==> config.mk <==
export PLATFORM = sky130hd
export DESIGN_NAME = pipe_addsub
export DESIGN_NICKNAME = d
export VERILOG_FILES = /design/src/rtl/pipe_addsub.sv
export SDC_FILE = /design/constraint.sdc
export NUM_CORES = 1
export LEC_CHECK = 0
export ABC_AREA = 0
export BUFFER_PORTS_ARGS = -buffer_cell sky130_fd_sc_hd__buf_2
export CORE_MARGIN = 5
export CORE_UTILIZATION = 40
export CTS_CLUSTER_SIZE = 28
export DETAILED_ROUTE_END_ITERATION = 12
export PLACE_DENSITY_LB_ADDON = 0.08
export SYNTH_ARGS = -nofsm -noshare
export SYNTH_HDL_FRONTEND = slang
export SYNTH_SLANG_ARGS = --single-unit
==> constraint.sdc <==
create_clock -name clk -period 3.1 [get_ports clk]
set_clock_uncertainty 0.2 [all_clocks]
set_input_delay 0.62 -clock clk [delete_from_list [all_inputs] [get_ports clk]]
set_output_delay 0.62 -clock clk [all_outputs]
set_load 0.02 [all_outputs]
==> src/rtl/pipe_addsub.sv <==
// Pipelined add/subtract with optional saturation: one CHUNK-bit carry-lookahead
// slice per stage, ripple carry between stages through registers.
module pipe_addsub #(
  parameter int WIDTH = 16,
  parameter int CHUNK = 4
) (
  input  logic             clk,
  input  logic             rst_n,
  input  logic             in_valid,
  output logic             in_ready,
  input  logic [WIDTH-1:0] a,
  input  logic [WIDTH-1:0] b,
  input  logic [1:0]       op,
  output logic             out_valid,
  input  logic             out_ready,
  output logic [WIDTH-1:0] sum,
  output logic             ovfl,
  output logic             zero,
  output logic             neg
);

  localparam int STAGES = WIDTH / CHUNK;
  localparam int LAST   = STAGES - 1;

  logic adv;

  // Registers at index k feed stage k; stage 0 is fed straight from the ports.
  logic [WIDTH-1:0] a_q  [STAGES];
  logic [WIDTH-1:0] b_q  [STAGES];
  logic [WIDTH-1:0] s_q  [STAGES];
  logic [1:0]       op_q [STAGES];
  logic             v_q  [STAGES];
  logic             c_q  [STAGES];

  logic [WIDTH-1:0] st_a  [STAGES];
  logic [WIDTH-1:0] st_b  [STAGES];
  logic [WIDTH-1:0] st_s  [STAGES];
  logic [1:0]       st_op [STAGES];
  logic             st_v  [STAGES];
  logic             st_c  [STAGES];

  logic [WIDTH-1:0] nx_s  [STAGES];
  logic             nx_c  [STAGES];
  logic             c_msb [STAGES];

  logic             g, p, grp_g, grp_p, cin_i;
  logic             raw_ovf;
  logic             sat;
  logic [WIDTH-1:0] fin_sum;

  assign adv      = !out_valid || out_ready;
  assign in_ready = adv;

  // Subtraction is a + ~b + 1; the +1 enters as the stage-0 carry.
  always_comb begin : stage_in
    st_a[0]  = a;
    st_b[0]  = op[0] ? ~b : b;
    st_s[0]  = '0;
    st_op[0] = op;
    st_v[0]  = in_valid;
    st_c[0]  = op[0];
    for (int k = 1; k < STAGES; k++) begin
      st_a[k]  = a_q[k];
      st_b[k]  = b_q[k];
      st_s[k]  = s_q[k];
      st_op[k] = op_q[k];
      st_v[k]  = v_q[k];
      st_c[k]  = c_q[k];
    end
  end

  always_comb begin : cla
    g     = 1'b0;
    p     = 1'b0;
    grp_g = 1'b0;
    grp_p = 1'b1;
    cin_i = 1'b0;
    for (int k = 0; k < STAGES; k++) begin
      nx_s[k] = st_s[k];
      grp_g   = 1'b0;
      grp_p   = 1'b1;
      for (int i = 0; i < CHUNK; i++) begin
        g     = st_a[k][k*CHUNK+i] & st_b[k][k*CHUNK+i];
        p     = st_a[k][k*CHUNK+i] ^ st_b[k][k*CHUNK+i];
        cin_i = grp_g | (grp_p & st_c[k]);
        nx_s[k][k*CHUNK+i] = p ^ cin_i;
        grp_g = g | (p & grp_g);
        grp_p = p & grp_p;
      end
      // cin_i now holds the carry into this slice's top bit.
      c_msb[k] = cin_i;
      nx_c[k]  = grp_g | (grp_p & st_c[k]);
    end
  end

  always_comb begin : saturate
    raw_ovf = c_msb[LAST] ^ nx_c[LAST];
    sat     = st_op[LAST][1] & raw_ovf;
    fin_sum = nx_s[LAST];
    if (sat) begin
      fin_sum = st_a[LAST][WIDTH-1] ? {1'b1, {(WIDTH-1){1'b0}}}
                                    : {1'b0, {(WIDTH-1){1'b1}}};
    end
  end

  always_ff @(posedge clk or negedge rst_n) begin
    if (!rst_n) begin
      for (int k = 0; k < STAGES; k++) begin
        a_q[k]  <= '0;
        b_q[k]  <= '0;
        s_q[k]  <= '0;
        op_q[k] <= '0;
        v_q[k]  <= 1'b0;
        c_q[k]  <= 1'b0;
      end
      out_valid <= 1'b0;
      sum       <= '0;
      ovfl      <= 1'b0;
      zero      <= 1'b0;
      neg       <= 1'b0;
    end else if (adv) begin
      for (int k = 0; k < LAST; k++) begin
        a_q[k+1]  <= st_a[k];
        b_q[k+1]  <= st_b[k];
        s_q[k+1]  <= nx_s[k];
        op_q[k+1] <= st_op[k];
        v_q[k+1]  <= st_v[k];
        c_q[k+1]  <= nx_c[k];
      end
      out_valid <= st_v[LAST];
      sum       <= fin_sum;
      ovfl      <= raw_ovf;
      zero      <= (fin_sum == '0);
      neg       <= fin_sum[WIDTH-1];
    end
  end

endmodule

==> run summary <==
Run status = finished clean
Die Height = 116 microns
Routability congestion estimate = 0.844
Initial drt markers = 171
Placed wire-length estimate after detailed placement = 6.09 mm
Highest clock frequency the design can meet = 393 MHz
Vias per Instance = 4.70
Mapped Avg Cell Area = 9.29 sq um
Grt total ovfl = 0
Worst slack on hold paths = 0.0260 ns
Commonest register cell after synthesis = dfrtp_1
Critical path type = reg -> reg
Most common cell in the synthesized netlist = nand2_1
Max-slew violation total from the final report = 0
Top cell type's share of synthesized area = 0.552
Area used by multi-input combinational logic = 0.00186 sq mm
Worst max-slew margin expressed relative to the limit = 0.459
Reg2Reg Capture Point = sum[8]$_DFFE_PN0P_
Post-synthesis net count = 545
Starting density of the core = 0.413
Pwr Density = 1060 mW/mm^2
Pin count of the biggest net entering global routing = 106
Via count of the first global-routing pass = 3097
Filler cell count = 1096
Critical path capture point type = register
Post-CTS sizing = 0
# setup viols final = 0
Wire length of the first global-routing pass = 15.2 mm
FF+latch area = 0.00250 sq mm
Diodes inserted = 0
Number of cell instances on the worst register-to-register path = 5
DRC = 0
Post-synthesis instance total = 488
Cell area after technology mapping = 0.00453 sq mm
Average wire per standard cell = 13.2 microns
Final hold violation count = 0
Worst endpoint required time = 3.17 ns
Layout overhead on the synthesized area = 16.5%
Ratio of cells with drive above 1 in the final layout = 0.170
Share of the cycle needed by the critical path after routing = 0.820
Worst vdd ir = 0.000506 V
Number of standard-cell rows in the floorplan = 38
Seq/Total Area, Yosys = 0.552
Most common library cells after synthesis = nand2_1 (181), dfrtp_1 (100), nor2_1 (29), o21ai_0 (29), a21oi_1 (23)
Slew at the pin with the worst max-slew slack = 0.811 ns
Net count of the finished layout = 592
Postcts setup bufs = 0
Leakage dissipation = 2.63 nW
Tot GR Track Use = 0.143
Post-CTS Hold Fix Bufs = 0
Die X = 116 microns
Post-synth ARST share = 1.00
CTS tree = built
Total of max-cap violations = 0
Core Footprint = 0.0110 sq mm
Clock latency on the worst-skew pair = 0.35 ns
Leading post-synthesis cells by cell area = dfrtp_1 (55%), nand2_1 (15%), ha_1 (4.4%)
Cell type contributing the most total cell area after synthesis = dfrtp_1
Number of flip-flops and latches in the synthesized netlist = 100
Post-synth EDFFs = 0
Initial antenna violation count = 0
Initial DRT Pass Iterations = 4
Clock buffers created by TritonCTS = 9
Total clock sinks = 100
Clock root buffer = clkbuf_16
Core occupancy in the finished layout = 0.481
Register-to-Register Setup Slack = 0.56 ns
Kind of start point of the critical path = register
RSZ-0062 raised after global routing = false
Routed WL = 8.98 mm
Number of vias after detailed routing = 3198
Reg2Reg Launch Point = a_q[15]$_DFFE_PN0P_
I/O pin count = 59
IO Port Bufs = 58
YS warnings = 0
Max clock buf depth = 2
Setup TNS Final = 0 ns
Arrival @ worst endpoint = 2.62 ns
Time the worst path needs with I/O delays and setup = 2.54 ns
Number of distinct library cells after synthesis = 36
Clock edge transition at the registers on the reported setup and hold paths = 0.07 ns
HP Class = in -> async
Critical-path maximum fanout = 18
Floorplan die area = 0.0136 sq mm
Antenna-violating nets left = 0
H-tree levels = 3
[critical path: stages, from the launching register on]
cell,delay [ns]
dfrtp_1,0.41
ha_1,0.37
or4_4,0.55
a31o_1,0.42
o21a_4,0.36
a21oi_1,0.15
[metrics by stage]
stage / instance area [sq um] / std cells / total power, mW / setup WS [ns]
2_1_floorplan: 4530 / 488 / 3.83 / 0.356
3_3_place_gp: 4950 / 664 / 4.37 / 0.620
3_5_place_dp: 4950 / 664 / 4.42 / 0.575
4_1_cts: 5280 / 680 / 5.68 / 0.558
5_1_grt: 5280 / 680 / 6.08 / 0.459
6_report: 5280 / 680 / 5.59 / 0.556
[registers in the layout (all words and copies together), names as in the netlist]
register   cells
out_valid      1
sum           16
zero           1
b_q           24
nx_s          24
st_v           3
op_q           3
c_q            3
ovfl           1
a_q           24
[power by group]
group	internal (mW)	leakage (nW)	switching (mW)	total, mW
clock	0.753	0.158	0.490	1.24
sequential	1.89	1.19	0.349	2.24
combinational	0.839	1.28	1.28	2.12
total	3.48	2.63	2.12	5.59
[how the worst max path moves through the flow]
| stage | start | end | slack (ns) | depth (start not counted) |
|---|---|---|---|---|
| 2_1_floorplan | op[0] | nx_s[35]$_DFFE_PN0P_ | 0.36 | 9 |
| 3_3_place_gp | a_q[15]$_DFFE_PN0P_ | sum[8]$_DFFE_PN0P_ | 0.62 | 5 |
| 3_5_place_dp | a_q[15]$_DFFE_PN0P_ | sum[8]$_DFFE_PN0P_ | 0.57 | 5 |
| 4_1_cts | a_q[15]$_DFFE_PN0P_ | sum[8]$_DFFE_PN0P_ | 0.56 | 5 |
| 5_1_grt | a_q[15]$_DFFE_PN0P_ | sum[9]$_DFFE_PN0P_ | 0.46 | 5 |
| 6_report | a_q[15]$_DFFE_PN0P_ | sum[8]$_DFFE_PN0P_ | 0.56 | 5 |
[layout by cell type, fill, tap and decap left out, types with 3 or more instances in the layout]
cell / count
xor2_1: 10
nor2_1: 29
nand2_1: 181
a21oi_1: 23
o21ai_0: 29
xnor2_1: 19
dfrtp_1: 100
clkbuf_16: 9
buf_2: 57
ha_1: 16
buf_4: 3
fa_1: 3
inv_1: 15
a21o_1: 3
o21bai_1: 3
a21oi_2: 10
[metal layers]
layer	part of all wire	routed length (microns)	global-route usage
met1	0.50	4460	0.204
met2	0.43	3900	0.209
met3	0.041	369	0.0269
met4	0.029	257	0.0735
met5	0	0	0
[logic make-up after synthesis]
logic type | Yosys count | share of synthesized area
buf+inv | 42 | 0.0392
fa+ha+maj | 19 | 0.0574
flops | 100 | 0.552
xor+xnor | 29 | 0.0560
compound gates | 75 | 0.101
mux | 2 | 0.00442
simple gates | 221 | 0.190
[final cells by class]
type	count	share of cell area
clock buffers	11	0.0478
multi-input cells	346	0.352
inverters	16	0.0114
clock inverters	5	0.0159
repair buffers	62	0.0658
flip-flops and latches	100	0.474
well taps	140	0.0332
No activity file was read; power rests on OpenSTA's default activity.
